**src/rtl/dqs_delay_trainer.sv**
```systemverilog
// Single-lane DQS delay-line trainer: sweeps taps upward from tap 0 to find the
// passing eye window, then walks back down to the window centre.
module dqs_delay_trainer #(
  parameter int TAP_MAX       = 127,
  parameter int SETTLE_CYCLES = 8,
  parameter int SAMPLE_CYCLES = 16
) (
  input  logic       FAB_CLK,
  input  logic       SYNC_RST,
  input  logic       START,
  input  logic       EYE_MONITOR_EARLY_0,
  input  logic       EYE_MONITOR_LATE_0,
  input  logic       DELAY_LINE_OUT_OF_RANGE_0,
  output logic       DELAY_LINE_LOAD_0,
  output logic       DELAY_LINE_MOVE_0,
  output logic       DELAY_LINE_DIRECTION_0,
  output logic       EYE_MONITOR_CLEAR_FLAGS_0,
  output logic       BUSY,
  output logic       DONE,
  output logic       FAIL,
  output logic [7:0] TAP_CNT,
  output logic [7:0] LEFT_EDGE,
  output logic [7:0] RIGHT_EDGE
);

  typedef enum logic [3:0] {
    IDLE, LOAD, SETTLE, CLEAR, SAMPLE, EVAL, STEP, CENTER, DONE_S, FAIL_S
  } state_t;

  localparam logic [7:0] TAP_LAST    = 8'(TAP_MAX);
  localparam logic [7:0] SETTLE_LAST = 8'(SETTLE_CYCLES - 1);
  localparam logic [7:0] SAMPLE_LAST = 8'(SAMPLE_CYCLES - 1);

  state_t     state, state_nxt;
  logic [7:0] cnt;
  logic       err;
  logic       found_left;
  logic       centering;

  logic       idle_like;
  logic       settle_end;
  logic       sample_end;
  logic       sweep_end;
  logic       left_now;
  logic       right_hit;
  logic [8:0] edge_sum;
  logic [7:0] target;
  logic       at_target;

  assign idle_like  = (state == IDLE) || (state == DONE_S) || (state == FAIL_S);
  assign settle_end = (cnt == SETTLE_LAST);
  assign sample_end = (cnt == SAMPLE_LAST);
  assign sweep_end  = (TAP_CNT == TAP_LAST) || DELAY_LINE_OUT_OF_RANGE_0;
  // left edge counts as found if it was found earlier or this tap is clean
  assign left_now   = found_left || !err;
  assign right_hit  = err && found_left;
  assign edge_sum   = {1'b0, LEFT_EDGE} + {1'b0, RIGHT_EDGE};
  assign target     = edge_sum[8:1];
  assign at_target  = (TAP_CNT == target);

  // state register
  always_ff @(posedge FAB_CLK) begin
    if (SYNC_RST) state <= IDLE;
    else          state <= state_nxt;
  end

  // next-state logic
  always_comb begin
    state_nxt = state;
    case (state)
      IDLE, DONE_S, FAIL_S: if (START) state_nxt = LOAD;
      LOAD:                 state_nxt = SETTLE;
      SETTLE:               if (settle_end) state_nxt = centering ? CENTER : CLEAR;
      CLEAR:                state_nxt = SAMPLE;
      SAMPLE:               if (sample_end) state_nxt = EVAL;
      EVAL: begin
        if (right_hit)      state_nxt = CENTER;
        else if (sweep_end) state_nxt = left_now ? CENTER : FAIL_S;
        else                state_nxt = STEP;
      end
      STEP:                 state_nxt = SETTLE;
      CENTER:               state_nxt = at_target ? DONE_S : SETTLE;
      default:              state_nxt = IDLE;
    endcase
  end

  // outputs
  always_comb begin
    DELAY_LINE_LOAD_0         = 1'b0;
    DELAY_LINE_MOVE_0         = 1'b0;
    DELAY_LINE_DIRECTION_0    = 1'b0;
    EYE_MONITOR_CLEAR_FLAGS_0 = 1'b0;
    BUSY                      = !idle_like;
    DONE                      = (state == DONE_S);
    FAIL                      = (state == FAIL_S);
    case (state)
      LOAD:   DELAY_LINE_LOAD_0 = 1'b1;
      CLEAR:  EYE_MONITOR_CLEAR_FLAGS_0 = 1'b1;
      STEP: begin
        DELAY_LINE_MOVE_0      = 1'b1;
        DELAY_LINE_DIRECTION_0 = 1'b1;
      end
      CENTER: DELAY_LINE_MOVE_0 = !at_target;
      default: ;
    endcase
  end

  // datapath: tap tracking, window edges, cycle counter, error accumulator
  always_ff @(posedge FAB_CLK) begin
    if (SYNC_RST) begin
      cnt        <= '0;
      err        <= 1'b0;
      found_left <= 1'b0;
      centering  <= 1'b0;
      TAP_CNT    <= '0;
      LEFT_EDGE  <= '0;
      RIGHT_EDGE <= '0;
    end else begin
      if ((state == SETTLE && !settle_end) || (state == SAMPLE && !sample_end))
        cnt <= cnt + 8'd1;
      else
        cnt <= '0;

      case (state)
        IDLE, DONE_S, FAIL_S: begin
          if (START) begin
            LEFT_EDGE  <= '0;
            RIGHT_EDGE <= '0;
            found_left <= 1'b0;
            centering  <= 1'b0;
          end
        end
        LOAD: begin
          TAP_CNT   <= '0;
          centering <= 1'b0;
        end
        CLEAR:  err <= 1'b0;
        SAMPLE: err <= err | EYE_MONITOR_EARLY_0 | EYE_MONITOR_LATE_0;
        EVAL: begin
          if (!err && !found_left) begin
            LEFT_EDGE  <= TAP_CNT;
            found_left <= 1'b1;
          end
          // a failing tap after the window closes it one tap earlier
          if (right_hit) begin
            RIGHT_EDGE <= TAP_CNT - 8'd1;
            centering  <= 1'b1;
          end else if (sweep_end && left_now) begin
            RIGHT_EDGE <= TAP_CNT;
            centering  <= 1'b1;
          end
        end
        STEP:   if (TAP_CNT != TAP_LAST) TAP_CNT <= TAP_CNT + 8'd1;
        CENTER: if (!at_target && TAP_CNT != 8'd0) TAP_CNT <= TAP_CNT - 8'd1;
        default: ;
      endcase
    end
  end

endmodule
```
**config.mk**
```make
export PLATFORM = sky130hd
export DESIGN_NAME = dqs_delay_trainer
export DESIGN_NICKNAME = d
export VERILOG_FILES = /design/src/rtl/dqs_delay_trainer.sv
export SDC_FILE = /design/constraint.sdc
export NUM_CORES = 1
export LEC_CHECK = 0
export CORE_ASPECT_RATIO = 0.75
export CORE_MARGIN = 10
export CORE_UTILIZATION = 40
export DETAILED_ROUTE_END_ITERATION = 16
export SYNTH_ARGS = -nofsm -noshare
export SYNTH_HDL_FRONTEND = slang
export SYNTH_SLANG_ARGS = --single-unit
export TNS_END_PERCENT = 10
```
**constraint.sdc**
```tcl
create_clock -name FAB_CLK -period 2.95 [get_ports FAB_CLK]
set_clock_uncertainty 0.1 [all_clocks]
set_input_delay 0.59 -clock FAB_CLK [delete_from_list [all_inputs] [get_ports FAB_CLK]]
set_output_delay 0.59 -clock FAB_CLK [all_outputs]
set_load 0.02 [all_outputs]
```
==> results of run 1 <==
-- registers in the layout, summed over array words and instances, names as in the netlist --
signal and count:
LEFT_EDGE 8, RIGHT_EDGE 8, TAP_CNT 8, cnt 8, state 4, centering 1
err 1, found_left 1
-- power by group --
| part | leakage [nW] | total [mW] | internal (mW) | switching, mW |
|---|---|---|---|---|
| registers | 0.318 | 0.607 | 0.555 | 0.0529 |
| clock network | 0.0612 | 0.491 | 0.274 | 0.217 |
| logic | 1.00 | 0.698 | 0.262 | 0.436 |
-- metal layers --
layer,vias to the layer above,GRT usage [%]
li1,1364,-
met1,1260,23.8
met2,111,23.3
met3,8,4.91
met4,0,3.16
met5,-,0
-- timing repair --
item,in CTS,in global routing
cloned,0,0
pin swaps,8,1
setup buffers,3,0
resized for setup,22,1
endpoints found under the setup margin,1,1
endpoints found under the hold margin,0,0
-- worst paths after layout --
kind | cells past startpoint | start | slack [ps] | to
worst max-delay path | 8 | RIGHT_EDGE[5] | -70 | DELAY_LINE_MOVE_0
worst min-delay path | 1 | cnt[0] | 350 | cnt[0]
worst max register to register | 9 | RIGHT_EDGE[5] | 350 | TAP_CNT[6]
worst min register to register | 1 | cnt[0] | 350 | cnt[0]
-- synth_stat cells, types with 3 or more instances --
library cell	n	area, um2
dfxtp_1	39	781
nor2_1	36	135
nand2_1	33	124
a21oi_1	28	140
nand3_1	20	100
nor3_1	16	80.1
o21ai_0	16	80.1
xnor2_1	14	123
clkbuf_1	13	48.8
inv_1	13	48.8
ha_1	11	138
xor2_1	10	87.6
nand2b_1	6	37.5
nor2b_1	6	37.5
a31o_2	5	43.8
buf_2	4	20.0
or3_1	4	25.0
a22o_1	3	26.3
and3_1	3	18.8
nand3b_1	3	22.5
nor4_1	3	18.8
o21ai_1	3	15.0
-- critical path: stages (launching register included) --
cell       delay, ps
dfxtp_2          350
ha_4             250
xor2_2           160
nand2_2           70
or3b_4           390
a2111oi_4        360
nand4_4          150
nor2b_4          160
buf_6            140
-- area by class of cell --
cell class,instances,area share [%]
Timing Repair Buffer,89,21.2
Sequential cell,39,22.0
Multi-Input combinational cell,267,49.1
Tap cell,81,2.83
Inverter,14,1.47
Clock inverter,2,0.980
Clock buffer,6,2.31
-- logic make-up (layout without fill, tap and decap cells) --
group | count (synthesis) | count (layout) | share of synthesized area (%)
compound gates | 87 | 87 | 22.8
xor+xnor | 25 | 25 | 8.64
fa+ha+maj | 12 | 12 | 6.02
buf+inv | 34 | 111 | 5.64
flops | 39 | 39 | 29.8
simple gates | 143 | 143 | 27.1
-- stage by stage --
step | cell area [um2] | setup TNS, ps
CTS | 3570 | -52.9
global route | 3580 | -171
detailed placement | 3360 | -314
finish | 3580 | -71.4
floorplan | 2620 | 0
global placement | 3360 | -263
==> run metrics, run 1 <==
Tot Pwr 1.80 mW; final setup vio count 1; DRT antenna net count 0; Final nets 434; H-tree depth 2; max-cap violations 0; met3 WL 738 um; Total Wirelength 8340 um; Tmin final 3020 ps; ANT cells 0; Hold Violations, Final 0; initial antenna violation count 0; commonest cells after routing, fill and taps aside 53 x buf_4, 36 x nor2_1, 35 x clkdlybuf4s50_1, 33 x dfxtp_1, 32 x nand2_1; vias in the first global route 2,609; Met1 Wirelength 4110 um; core area 0.00632 mm2; die area 0.0102 mm2; Skew-Pair Late Insertion Delay 310 ps; Clock Root Buffer clkbuf_8; Die Y 90.1 um; first-pass GRT wire length 13,900 um; routability cong. 0.813; Initial Util 41.5%; mean post-synth cell area 7.71 um2; fillcell total 599; Die Width 113 um; crit share post-route 102%; met2 WL 3420 um; post-synthesis sequential area ratio 29.8%; Top Metal Used met4; TritonCTS clock tree built; drt drc 0; Synth warnings 0; clk sinks 39; asr flop ratio synth 0%; Wirelength per Cell 16.7 um; failing checks setup timing; Unique masters post-synth 64; # rows 25; DRT Pass-1 Iters 5; DR iter-0 viols 186; Max clock buf depth 2; Peak VDD IR 383 uV; Pwr per Cell Area 502 mW/mm2; Req. time, crit path 2260 ps; Yosys reg bits 39; pre-CTS setup slack -314 ps; Post-synth EDFFs 0; multi-input logic area 0.00176 mm2; Syn Inst Count 340; CTS buffer count 5; Worst setup SP type flip-flop; critical path class flip-flop to primary output; fin cells 498; remaining global-route overflow 0; io pins 37; WHS 355 ps; worst setup margin -71.4 ps; status finished with violations; final core occ 56.6%; # placed instances 487; Most used DFF post-synth dfxtp_1; most common cell after layout, fill and taps aside buf_4; P_leak 1.38 nW; Post-Syn Area 0.00262 mm2; hpwl dp 6190 um; Reg area 788 um2; fmax 331 MHz; Max Slew Vio Count 0; Clk pin slew, worst setup/hold paths 80 ps; Worst Path Max Fanout 2; largest net degree at the start of global routing 29; total number of vias 2,743; syn nets 358; Via density 5.51; Buffers on Ports 36; Rel. slew slack 64.6%; CP arrival 2330 ps; GR Util All Layers 16.5%; Hold WC Path Type flip-flop to flip-flop; Least-Margin Pin Slew 527 ps; cts hold-fix bufs 0; share of post-route cells with drive strength above 1 22.8%; unrepaired setup endpoints after global routing yes; Worst Setup End Kind primary output; area grow syn2layout 36.5%
No activity file was read; power rests on OpenSTA's default activity.
==> inputs of run 2 (changes only) <==
--- a/config.mk
+++ b/config.mk
@@ -5,6 +5,7 @@
 export SDC_FILE = /design/constraint.sdc
 export NUM_CORES = 1
 export LEC_CHECK = 0
+export ABC_AREA = 1
 export CORE_ASPECT_RATIO = 0.75
 export CORE_MARGIN = 10
 export CORE_UTILIZATION = 40
==> run metrics, run 2 <==
status finished clean; Yosys reg bits 39 (unchanged); Final nets 496 (+14%); Req. time, crit path 2260 ps (about the same); fmax 345 MHz (+4.2%); Worst setup SP type flip-flop; routability cong. 0.919 (+13%); area grow syn2layout 25.2%; drt drc 0 (unchanged); Via density 5.08 (-7.8%); Compound-Gate Fraction of Synth Area 14.5% (-8.4 points); critical path class flip-flop to primary output; max-cap violations 0 (unchanged); remaining global-route overflow 0 (unchanged); core area 0.00680 mm2 (+7.6%); pre-CTS setup slack -106 ps (+209 ps); # placed instances 553 (+14%); Post-Synth XOR/XNOR Area 3.77% (-4.9 points); GR Util All Layers 15.6% (-0.93 points); Post-Syn Area 0.00279 mm2 (+6.3%); post-synthesis mux area share 0% (unchanged); Hold Violations, Final 0 (unchanged); share of post-route cells with drive strength above 1 19.6% (-3.2 points); worst setup margin 51.3 ps (+123 ps); syn nets 438 (+22%); Skew-Pair Late Insertion Delay 300 ps (about the same); most common cell after layout, fill and taps aside nand2_1; final setup vio count 0 (-1); Clk pin slew, worst setup/hold paths 90 ps (about the same); asr flop ratio synth 0% (unchanged); commonest cells after routing, fill and taps aside 104 x nand2_1, 42 x nor2_1, 39 x inv_1, 35 x dfxtp_1, 35 x clkdlybuf4s50_1; Synth warnings 0 (unchanged); Yosys top cell by area dfxtp_1; Adder-Cell Fraction of Synth Area 5.66% (-0.36 points); post-synthesis sequential area ratio 28.0% (-1.8 points); top cells by area, synth dfxtp_1 28%, nand2_1 14%, nor2_1 5.7%; initial antenna violation count 0 (unchanged); CP arrival 2210 ps (-120 ps); fin cells 563 (+13%); Die Width 116 um (+2.6%); Sequential Power Share 23.4% (-10 points); vias in the first global route 2,739 (+5.0%); Total Wirelength 8120 um (-2.6%); DRT Pass-1 Iters 4 (-1); Worst Setup End Kind primary output; Buffers on Ports 36 (unchanged); most frequent cell after synthesis nand2_1; largest net degree at the start of global routing 17 (-41%); Post-Synth Simple-Gate Area 37.5% (+10 points); io pins 37 (unchanged); Pwr per Cell Area 943 mW/mm2 (+88%); total number of vias 2,858 (+4.2%); Max Slew Vio Count 0 (unchanged); hpwl dp 6330 um (+2.3%); Rel. slew slack 64.0% (-0.59 points); first-pass GRT wire length 13,600 um (-1.7%); post-place instance area 0.00334 mm2 (-0.67%); Unique masters post-synth 41 (-36%); TritonCTS clock tree built; Syn Inst Count 420 (+24%); Post-synth EDFFs 0 (unchanged); P_leak 1.56 nW (+13%); share of the synthesized area in the top cell type 28.0% (-1.8 points); Max clock buf depth 2 (unchanged); largest family of logic cells by synthesized area simple AND/OR/NAND/NOR gates; die area 0.0107 mm2 (+5.0%); # rows 26 (+4.0%); clock network power share 14.3% (-13 points); clk sinks 39 (unchanged); Post-synth top cells 107 x nand2_1, 42 x nor2_1, 41 x inv_1; Most used DFF post-synth dfxtp_1; H-tree depth 2 (unchanged); switching power 1.58 mW (+120%); mean post-synth cell area 6.63 um2 (-14%); unrepaired setup endpoints after global routing yes; Initial Util 41.0% (-0.50 points); TNS Setup 0 ps (+71.4 ps); ANT cells 0 (unchanged); Peak VDD IR 427 uV (+11%); Clock Root Buffer clkbuf_8; Die Y 92.3 um (+2.4%); crit share post-route 98.3% (-4.2 points); Least-Margin Pin Slew 538 ps (+11.7 ps); DRT antenna net count 0 (unchanged); Worst Path Max Fanout 2 (unchanged); DR iter-0 viols 187 (+0.54%); Switching Fraction 48.1% (+8.8 points); Comb pwr share 62.4% (+24 points); Tmin final 2900 ps (-123 ps); Hold WC Path Type flip-flop to flip-flop; fin area 0.00349 mm2 (-2.5%); P_int 1.70 mW (+56%); Wirelength per Cell 14.4 um (-14%); CTS buffer count 5 (unchanged)
## run 2: logic make-up after synthesis
logic type      count (synthesis)
flops                          39
buf+inv                        68
fa+ha+maj                      12
compound gates                 66
simple gates                  223
xor+xnor                       12
## run 2: what timing repair did
action                     in CTS  in global routing
setup buffers                   1                  1
hold buffers                    0                  0
gates resized for setup        13                  3
cloned                          0                  0
pin swaps                       2                  5
setup endpoints to repair       1                  1
hold endpoints to repair        0                  0
## run 2: worst max-delay path, cell delays in order, from the launching register on
cell and delay [ps]:
dfxtp_2 340, inv_2 40, fa_2 560, xor2_1 160, nand2_1 60, nor2_1 110, nand2_1 70, clkinv_1 60
nand2_2 60, nor2_4 90, nand2_1 60, nand2_2 80, nand2_2 60, buf_6 130
## run 2: cell type report
| cell class | instances | area [um2] |
|---|---|---|
| flip-flops and latches | 39 | 786 |
| inverters | 60 | 228 |
| clock inverters | 3 | 43.8 |
| repair buffers | 59 | 534 |
| fillers | 680 | 3310 |
| multi-input cells | 313 | 1720 |
| clock buffers | 5 | 68.8 |
| well taps | 84 | 105 |
## run 2: path summary, 6_finish.rpt
path / start / to / slack [ps] / cells after the start
max: LEFT_EDGE[1] / DELAY_LINE_MOVE_0 / 50 / 13
min: cnt[4] / cnt[4] / 370 / 2
max reg2reg: LEFT_EDGE[1] / TAP_CNT[0] / 520 / 15
min reg2reg: cnt[4] / cnt[4] / 370 / 2
## run 2: power by group through the flow
stage / registers [mW] / logic (mW) / clock network (mW)
4_1_cts: 0.761 / 2.06 / 0.482
6_report: 0.768 / 2.05 / 0.470
5_1_grt: 0.781 / 2.28 / 0.501
3_3_place_gp: 0.770 / 1.97 / 0
3_5_place_dp: 0.771 / 2.01 / 0
2_1_floorplan: 0.867 / 1.24 / 0
## run 2: stage by stage
step	hold WS [ps]	power, mW	utilization, %
finish	367	3.29	51.3
global route	388	3.56	51.3
CTS	369	3.30	51.1
detailed placement	356	2.78	49.2
global placement	342	2.74	49.2
floorplan	330	2.11	-
## run 2: layer usage
metal	vias to the layer above	wire length (um)	global-route usage, %
met5	-	0	0
li1	1470	-	-
met2	95	3170	21.9
met4	0	42	3.01
met1	1287	4110	22.5
met3	6	791	4.88
